### src/rtl/ps2_host_tx_if.sv
// Core-side command handshake for the PS/2 host transmitter: one byte per request,
// with busy gating and single-cycle done/error completion pulses.
interface ps2_host_tx_if;
  logic [7:0] din;
  logic       din_valid;
  logic       busy;
  logic       done;
  logic       error;

  modport master (output din, output din_valid, input busy, input done, input error);
  modport slave  (input din, input din_valid, output busy, output done, output error);
endinterface

### src/rtl/ps2_host_tx.sv
// Host-to-device PS/2 transmitter: sends one command byte to the keyboard through open-drain enables.
// Optional watchdog: define PS2TX_TIMEOUT_EN to abort a stalled transfer after TIMEOUT_CYCLES.
module ps2_host_tx #(
  parameter int INHIBIT_CYCLES = 700,
  parameter int TIMEOUT_CYCLES = 97500
) (
  input  logic          clk,
  input  logic          reset,
  input  logic          ps2clk_in,
  input  logic          ps2data_in,
  output logic          ps2clk_oe,
  output logic          ps2data_oe,
  ps2_host_tx_if.slave  cmd
);

  localparam int INH_W = (INHIBIT_CYCLES > 1) ? $clog2(INHIBIT_CYCLES) : 1;
  localparam logic [INH_W-1:0] INH_LAST = INH_W'(INHIBIT_CYCLES - 1);

  typedef enum logic [2:0] {IDLE, INHIBIT, REQ, SHIFT, ACK, WAIT_IDLE, RECOVER} state_t;

  state_t           state, state_nx;
  logic [INH_W-1:0] inh_cnt;
  logic [3:0]       bit_cnt;
  logic [8:0]       frame;
  logic             data_drv;
  logic             done_q, error_q, done_nx, error_nx;
  logic             accept;

  logic       ps2clk_p0, ps2clk_p1, ps2dat_p0, ps2dat_p1;
  logic [2:0] clk_hist, dat_hist;
  logic       clk_filt, dat_filt, clk_filt_d;
  logic       fall;

  // Frame bit for a given count: 0-7 data LSB first, 8 parity, 9 and above stop.
  function automatic logic tx_bit(input logic [8:0] frm, input logic [3:0] idx);
    if (idx <= 4'd8) return frm[idx];
    return 1'b1;
  endfunction

  // Stage p0/p1: two-flop synchronizers, then a history of the last samples for the filter
  always_ff @(posedge clk) begin
    ps2clk_p0 <= ps2clk_in;
    ps2clk_p1 <= ps2clk_p0;
    ps2dat_p0 <= ps2data_in;
    ps2dat_p1 <= ps2dat_p0;
    clk_hist  <= {clk_hist[1:0], ps2clk_p1};
    dat_hist  <= {dat_hist[1:0], ps2dat_p1};
  end

  // Filtered levels move only after four equal consecutive synchronized samples
  always_ff @(posedge clk) begin
    if (reset) begin
      clk_filt   <= 1'b1;
      dat_filt   <= 1'b1;
      clk_filt_d <= 1'b1;
    end else begin
      if (&{clk_hist, ps2clk_p1})       clk_filt <= 1'b1;
      else if (~|{clk_hist, ps2clk_p1}) clk_filt <= 1'b0;
      if (&{dat_hist, ps2dat_p1})       dat_filt <= 1'b1;
      else if (~|{dat_hist, ps2dat_p1}) dat_filt <= 1'b0;
      clk_filt_d <= clk_filt;
    end
  end

  assign fall   = clk_filt_d & ~clk_filt;
  assign accept = (state == IDLE) && cmd.din_valid && !done_q && !error_q;

`ifdef PS2TX_TIMEOUT_EN
  localparam logic [16:0] WD_LAST = 17'(TIMEOUT_CYCLES - 1);
  logic [16:0] wd_cnt;

  always_ff @(posedge clk) begin
    if (reset || state == INHIBIT || state_nx == IDLE) wd_cnt <= '0;
    else if (state inside {REQ, SHIFT, ACK, WAIT_IDLE}) wd_cnt <= wd_cnt + 17'd1;
  end
`endif

  always_comb begin
    state_nx = state;
    done_nx  = 1'b0;
    error_nx = 1'b0;
    case (state)
      IDLE:      if (accept) state_nx = INHIBIT;
      INHIBIT:   if (inh_cnt == INH_LAST) state_nx = REQ;
      REQ:       state_nx = SHIFT;
      SHIFT:     if (fall && bit_cnt == 4'd9) state_nx = ACK;
      ACK:       if (fall) state_nx = dat_filt ? RECOVER : WAIT_IDLE;
      WAIT_IDLE: if (clk_filt && dat_filt) begin
                   state_nx = IDLE;
                   done_nx  = 1'b1;
                 end
      // A missing ACK is reported once the lines are idle, so busy drops with the pulse
      RECOVER:   if (clk_filt && dat_filt) begin
                   state_nx = IDLE;
                   error_nx = 1'b1;
                 end
      default:   state_nx = IDLE;
    endcase
`ifdef PS2TX_TIMEOUT_EN
    if ((state inside {REQ, SHIFT, ACK, WAIT_IDLE}) && wd_cnt == WD_LAST) begin
      state_nx = IDLE;
      done_nx  = 1'b0;
      error_nx = 1'b1;
    end
`endif
  end

  always_ff @(posedge clk) begin
    if (reset) begin
      state    <= IDLE;
      inh_cnt  <= '0;
      bit_cnt  <= '0;
      data_drv <= 1'b0;
      done_q   <= 1'b0;
      error_q  <= 1'b0;
    end else begin
      state   <= state_nx;
      done_q  <= done_nx;
      error_q <= error_nx;
      inh_cnt <= (state == INHIBIT) ? inh_cnt + 1'b1 : '0;
      if (state_nx == REQ) begin
        data_drv <= 1'b1;
        bit_cnt  <= '0;
      end else if (state == SHIFT && fall) begin
        data_drv <= ~tx_bit(frame, bit_cnt);
        bit_cnt  <= bit_cnt + 4'd1;
      end
      if (state_nx == IDLE || state_nx == RECOVER) data_drv <= 1'b0;
    end
  end

  always_ff @(posedge clk) begin
    if (accept) frame <= {~^cmd.din, cmd.din};
  end

  assign ps2clk_oe  = (state == INHIBIT);
  assign ps2data_oe = data_drv;
  assign cmd.busy   = (state != IDLE);
  assign cmd.done   = done_q;
  assign cmd.error  = error_q;

endmodule
### src/flat_wrapper.sv
// flat-port wrapper written by rule: the top's interface ports become plain ports
module ps2_host_tx_flat 
#(
  parameter int INHIBIT_CYCLES = 700,
  parameter int TIMEOUT_CYCLES = 97500
)
  (clk, reset, ps2clk_in, ps2data_in, ps2clk_oe, ps2data_oe, cmd_din, cmd_din_valid, cmd_busy, cmd_done, cmd_error);
  ps2_host_tx_if cmd_i ();
  input  logic clk;
  input  logic reset;
  input  logic ps2clk_in;
  input  logic ps2data_in;
  output logic ps2clk_oe;
  output logic ps2data_oe;
  input wire logic [$bits(cmd_i.din)-1:0] cmd_din;
  input wire logic [$bits(cmd_i.din_valid)-1:0] cmd_din_valid;
  output wire logic [$bits(cmd_i.busy)-1:0] cmd_busy;
  output wire logic [$bits(cmd_i.done)-1:0] cmd_done;
  output wire logic [$bits(cmd_i.error)-1:0] cmd_error;
  assign cmd_i.din = cmd_din;
  assign cmd_i.din_valid = cmd_din_valid;
  assign cmd_busy = cmd_i.busy;
  assign cmd_done = cmd_i.done;
  assign cmd_error = cmd_i.error;
  ps2_host_tx #(.INHIBIT_CYCLES(INHIBIT_CYCLES), .TIMEOUT_CYCLES(TIMEOUT_CYCLES)) u_core (.clk(clk), .reset(reset), .ps2clk_in(ps2clk_in), .ps2data_in(ps2data_in), .ps2clk_oe(ps2clk_oe), .ps2data_oe(ps2data_oe), .cmd(cmd_i));
endmodule
### config.mk
export PLATFORM = sky130hd
export DESIGN_NAME = ps2_host_tx_flat
export DESIGN_NICKNAME = d
export VERILOG_FILES = /design/src/rtl/ps2_host_tx_if.sv /design/src/rtl/ps2_host_tx.sv /design/src/flat_wrapper.sv
export SDC_FILE = /design/constraint.sdc
export NUM_CORES = 1
export LEC_CHECK = 0
export ABC_AREA = 1
export BUFFER_PORTS_ARGS = -buffer_cell sky130_fd_sc_hd__clkbuf_2
export CORE_MARGIN = 4
export CORE_UTILIZATION = 40
export CTS_BUF_LIST = sky130_fd_sc_hd__clkbuf_4
export CTS_CLUSTER_SIZE = 24
export DETAILED_ROUTE_END_ITERATION = 8
export HOLD_SLACK_MARGIN = 0.08
export PLACE_DENSITY_LB_ADDON = 0.05
export SYNTH_ARGS = -nofsm -noshare
export SYNTH_HDL_FRONTEND = slang
export SYNTH_SLANG_ARGS = --single-unit
### constraint.sdc
create_clock -name clk -period 1.49 [get_ports clk]
set_clock_uncertainty 0.05 [all_clocks]
set_input_delay 0.3725 -clock clk [delete_from_list [all_inputs] [get_ports clk]]
set_output_delay 0.3725 -clock clk [all_outputs]
set_load 0.02 [all_outputs]
==> results of run 1 <==
[cells in the mapped netlist (all sizes together), types with 2 or more instances]
cell type and instances:
nand2 41, xnor2 5, edfxtp 9, inv 21, nor2 31, nand4 4
a21oi 11, o21ai 3, buf 3, nand3b 2, dfxtp 33, nor3 7
ha 3, nor4 2, xor2 4, nand3 18, or2 2
[power by group through the flow]
stage	sequential, mW	clock [mW]	combinational (mW)
after global placement	1.25	0	0.140
after floorplan	1.25	0	0.0987
after CTS	1.23	0.596	0.165
after detailed placement	1.25	0	0.144
after global routing	1.23	0.641	0.194
final	1.23	0.573	0.172
[final timing paths]
kind         cells after the start                 to             start
max reg2reg                     10  u_core.ps2data_oe   u_core.state[0]
min                              1    u_core.frame[6]        cmd_din[6]
max                              3           cmd_busy   u_core.state[2]
min reg2reg                      0   u_core.ps2clk_p1  u_core.ps2clk_p0
[kinds of logic after synthesis]
family | after synthesis | share of synthesized area
compound gates | 19 | 0.06255
xor+xnor | 9 | 0.04378
fa+ha+maj | 3 | 0.02085
buf+inv | 25 | 0.05629
flops | 42 | 0.5170
simple gates | 108 | 0.2995
[repair_timing]
item	4_1_cts	5_1_grt
gates cloned	0	0
hold buffers	2	0
setup buffers	3	4
gates resized for setup	8	19
hold endpoints to repair	2	0
setup endpoints to repair	12	8
pin swaps	1	8
[layout by cell type, fill, tap and decap left out, types with 3 or more instances in the layout]
cell type and instances:
clkbuf_2 15, inv_1 14, nor3_4 3, xor2_1 4
dfxtp_1 28, buf_4 16, inv_2 4, xnor2_1 5
nand4_1 4, nor2_1 22, a21oi_1 10, dfxtp_4 3
nand2_1 39, clkbuf_4 5, edfxtp_1 9, nor2_2 6
nor2_4 3, nand3_1 17
[layer usage]
metal  wire length, um  up-vias  global-route usage
li1                  -      762                   -
met3               174        7             0.04673
met2              1589       31              0.2079
met1              1778      652              0.1868
met5                 0        -                   0
met4                49        0             0.06719
[final cells by class]
class                           instances  area share
Clock buffer                            5     0.01696
Multi-Input combinational cell        139      0.3669
Inverter                               22     0.04183
Clock inverter                          3    0.009610
Tap cell                               52     0.02940
Sequential cell                        42      0.4268
Timing Repair Buffer                   35      0.1085
[sequential cells by signal, indices dropped and copies added (netlist names), 3 cells and up]
name,flops
u_core.bit_cnt,4
u_core.clk_hist,3
u_core.dat_hist,3
u_core.frame,9
u_core.inh_cnt,10
u_core.state,3
==> flow_summary.json, run 1 <==
{
  "status": "finished, violations left",
  "violations": "negative setup slack",
  "hold_violations": 0,
  "crit_arrival_ps": 1120,
  "via_per_inst": 4.872,
  "synth_top_cell_area_share": 0.3669,
  "slowest_delay_ps": 390,
  "drive_gt1_frac": 0.3049,
  "cts_root_buffer": "clkbuf_4",
  "dr_total_vias": 1452,
  "ys_types": 34,
  "insertion_delay_ps": 350,
  "path_cells": "nor3_4 > inv_1 > buf_6",
  "synthTopCellsByArea": "dfxtp_1 (37%), edfxtp_1 (15%), nand2_1 (8.1%)",
  "portBuffers": 17,
  "r2r_slack_ps": 10,
  "layout.nets": 261,
  "place_area_mm2": 0.002001,
  "dp_cells": 281,
  "cts_tree": "yes",
  "clockPowerShare": 0.290,
  "ys_ff_latch": 42,
  "die_w_um": 75.09,
  "intPower_mw": 1.469,
  "layout_min_cycle_time_ps": 1542,
  "layout_setup_ws_ps": -51.84,
  "path_buf_inv": 2,
  "critPathRequiredTime_ps": 1070,
  "ir_worst_vdd_uv": 579.8,
  "post_synth.cell_area_avg_um2": 8.740,
  "track_usage": 0.1415,
  "drc": 0,
  "grt_start_max_net_pins": 15,
  "worst_hold_slack_ps": 171.8,
  "switching_share": 0.2553,
  "ys_seq_area_frac": 0.5170,
  "clk_path_buf_depth": 2,
  "die-area_mm2": 0.005639,
  "finalNonFillerCells": 298,
  "antenna_cells": 0,
  "pre_cts_slack_ps": -52.69,
  "combPwrFrac": 0.087,
  "wl_per_cell_um": 12.05,
  "post-dp-hpwl_um": 2615,
  "gp_congestion": 0.8278,
  "postSynthCellCount": 206,
  "fin_util": 0.5083,
  "numCtsBuffers": 5,
  "power.density_mw_per_mm2": 891.2,
  "synth.largest_area_cell": "dfxtp_1",
  "initial_core_util": 0.4135,
  "final-seq-area_um2": 944.7,
  "syn-num-nets": 222,
  "drt_pre_antenna_iters": 4,
  "rows": 24,
  "synth-edff-count": 9,
  "synth_ff_type": "dfxtp_1",
  "crit_fanout": 4,
  "path_class": "flip-flop to primary output",
  "slew_headroom": 0.8236,
  "cap_violations": 0,
  "hold_path.class": "input pin to flip-flop",
  "min_period_over_period": 1.035,
  "grt_pass1_vias": 1404,
  "finalMaxSlewViolations": 0,
  "area_growth_pct": 22.93,
  "slowest_stage": "dfxtp_4",
  "fp.coreArea_mm2": 0.004354,
  "pin_count": 18,
  "critical-path-top-delay-family": "flip-flops",
  "multiInputGateArea_um2": 812.0,
  "antenna_found_initial": 0,
  "grt_overflow": 0,
  "synth-async-reset-ratio": 0,
  "fp.dieH_um": 75.09,
  "cp-end-kind": "primary output",
  "power_frac_seq": 0.623,
  "drt_iter0_markers": 56,
  "clkTransAtPathRegs_ps": 130,
  "htreeDepth": 2,
  "setup_viol": 2,
  "antenna_left": 0,
  "fillCellCount": 430,
  "yosysWarnings": 0,
  "max_freq_ghz": 0.6486,
  "power.switching_mw": 0.5036,
  "final_area_mm2": 0.002213,
  "clock_sinks": 42,
  "power_mw": 1.973,
  "grt_pass1_wl_um": 6044,
  "grt_setup_unrepaired": "yes",
  "syn_area_mm2": 0.001800,
  "worst_setup_path_start_kind": "flip-flop",
  "wl_um": 3592,
  "p_leak_nw": 0.9129,
  "worst_pin_slew_ps": 261.2,
  "tns_ps": -99.28
}
Note: power is estimated with default switching activity, not from simulation.
==> run 2: changes to the inputs <==
- CORE_UTILIZATION: 40 -> 45
- PLACE_DENSITY: default -> 0.72
- PLACE_DENSITY_LB_ADDON: 0.05 -> default
==> flow_summary.json, run 2 (synthesized netlist as in run 1, its figures left out) <==
{
  "grt_pass1_wl_um": 5575,
  "fp.coreArea_mm2": 0.003771,
  "mostFrequentLayoutCells": "nand2_1 (37), dfxtp_1 (27), nor2_1 (19)",
  "antenna_cells": 0,
  "slowest_stage": "dfxtp_4",
  "worst_setup_path_start_kind": "flip-flop",
  "wl_met2_um": 1629,
  "post-dp-hpwl_um": 2445,
  "max_freq_ghz": 0.6391,
  "ir_worst_vdd_uv": 778.2,
  "fillCellCount": 316,
  "r2r_slack_ps": 80,
  "worst_hold_slack_ps": 173.8,
  "drc": 0,
  "wl_um": 3460,
  "status": "finished, violations left",
  "grt_pass1_vias": 1291,
  "cp-end-kind": "primary output",
  "clock_sinks": 42,
  "initial_core_util": 0.4774,
  "pin_count": 18,
  "wl_met3_um": 180,
  "largest_reg_flops": 10,
  "path_buf_inv": 1,
  "clk_path_buf_depth": 2,
  "cap_violations": 0,
  "crit_fanout": 5,
  "critPathRequiredTime_ps": 1070,
  "die_w_um": 71.26,
  "top_register": "u_core.inh_cnt",
  "slowest_delay_ps": 400,
  "antenna_left": 0,
  "crit_start": "u_core.state[1]",
  "largestRegisters": "u_core.inh_cnt x10, u_core.frame x9, u_core.bit_cnt x4",
  "hold_path.class": "input pin to flip-flop",
  "antenna_found_initial": 0,
  "grt_overflow": 0,
  "portBuffers": 17,
  "critical-path-top-delay-family": "flip-flops",
  "rows": 22,
  "place_area_mm2": 0.001996,
  "area_growth_pct": 26.55,
  "finalMaxSlewViolations": 0,
  "die-area_mm2": 0.005077,
  "hold_violations": 0,
  "final_area_mm2": 0.002278,
  "top_layer_used": "met4",
  "layout_commonest_cell": "nand2_1",
  "worst_pin_slew_ps": 334.2,
  "crit_arrival_ps": 1140,
  "pre_cts_slack_ps": 2.540,
  "layout.nets": 262,
  "dr_total_vias": 1444,
  "layout_setup_ws_ps": -74.69,
  "htreeDepth": 2,
  "fp.dieH_um": 71.26,
  "cts_tree": "yes",
  "grt_start_max_net_pins": 14,
  "wl_per_cell_um": 11.73,
  "via_per_inst": 4.895,
  "grt_setup_unrepaired": "yes",
  "insertion_delay_ps": 350,
  "reg2reg_to": "u_core.bit_cnt[1]",
  "whs_path_depth": 1,
  "wl_met1_um": 1608,
  "track_usage": 0.1382,
  "cts_root_buffer": "clkbuf_4",
  "min_from": "cmd_din[4]",
  "p_leak_nw": 0.9351,
  "power.density_mw_per_mm2": 997.8,
  "final-seq-area_um2": 945.9,
  "path_class": "flip-flop to primary output",
  "violations": "negative setup slack",
  "path_cells": "nor3_4 > clkbuf_8",
  "setup_viol": 2,
  "numCtsBuffers": 5,
  "slew_headroom": 0.7770,
  "drt_pre_antenna_iters": 4,
  "clkTransAtPathRegs_ps": 130,
  "multiInputGateArea_um2": 837.1,
  "layout_min_cycle_time_ps": 1565,
  "drt_iter0_markers": 92,
  "hold_end": "u_core.frame[4]",
  "worstSetupPathDepth": 2,
  "reg2reg_from": "u_core.state[0]",
  "min_period_over_period": 1.050,
  "drive_gt1_frac": 0.3279,
  "gp_congestion": 0.8420,
  "rr_worst_depth": 7
}
run 2: layout make-up:
class	instances	area share
Tap cell	48	0.02636
Multi-Input combinational cell	139	0.3674
Timing Repair Buffer	36	0.1087
Clock inverter	3	0.02801
Inverter	22	0.03789
Sequential cell	42	0.4152
Clock buffer	5	0.01647
run 2: routing by layer:
layer | up-vias | track usage
li1 | 759 | -
met1 | 650 | 0.1805
met2 | 31 | 0.2163
met3 | 4 | 0.04208
met4 | 0 | 0.05010
met5 | - | 0
run 2: worst max path at each step:
stage | slack (ps) | end
after global routing | -130 | ps2clk_oe
final | -70 | ps2clk_oe
after floorplan | 120 | u_core.ps2data_oe
after detailed placement | 3 | u_core.frame[6]
after global placement | 10 | u_core.frame[7]
after CTS | -120 | ps2clk_oe
run 2: where the power goes:
group          internal, mW  total [mW]  switching (mW)
sequential             1.20        1.23          0.0206
combinational        0.0803       0.172          0.0919
clock                 0.517       0.876           0.359
total                  1.80        2.27           0.471
run 2: timing repair:
action                                 4_1_cts  5_1_grt
setup endpoints to repair                   11        8
gates resized for setup                      8       24
buffers inserted                             3        6
endpoints found under the hold margin        2        0
hold buffers                                 2        0
pin swaps                                    1        8
run 2: through the flow:
step	TNS (ps)	instances	power, mW	util
final	-121.3	295	2.274	0.6042
after global routing	-291.5	295	2.365	0.6042
after CTS	-199.0	290	2.293	0.5733
after detailed placement	0	277	1.399	0.5292
after global placement	0	277	1.395	0.5292
after floorplan	0	206	1.347	-
run 2: worst reg2reg max path, cell delays in order, from the launching register on:
cell and delay [ps]:
dfxtp_4 400, inv_4 40, buf_4 140, nor2_4 120
nand2_2 70, buf_4 140, or2_0 210, a21oi_1 160
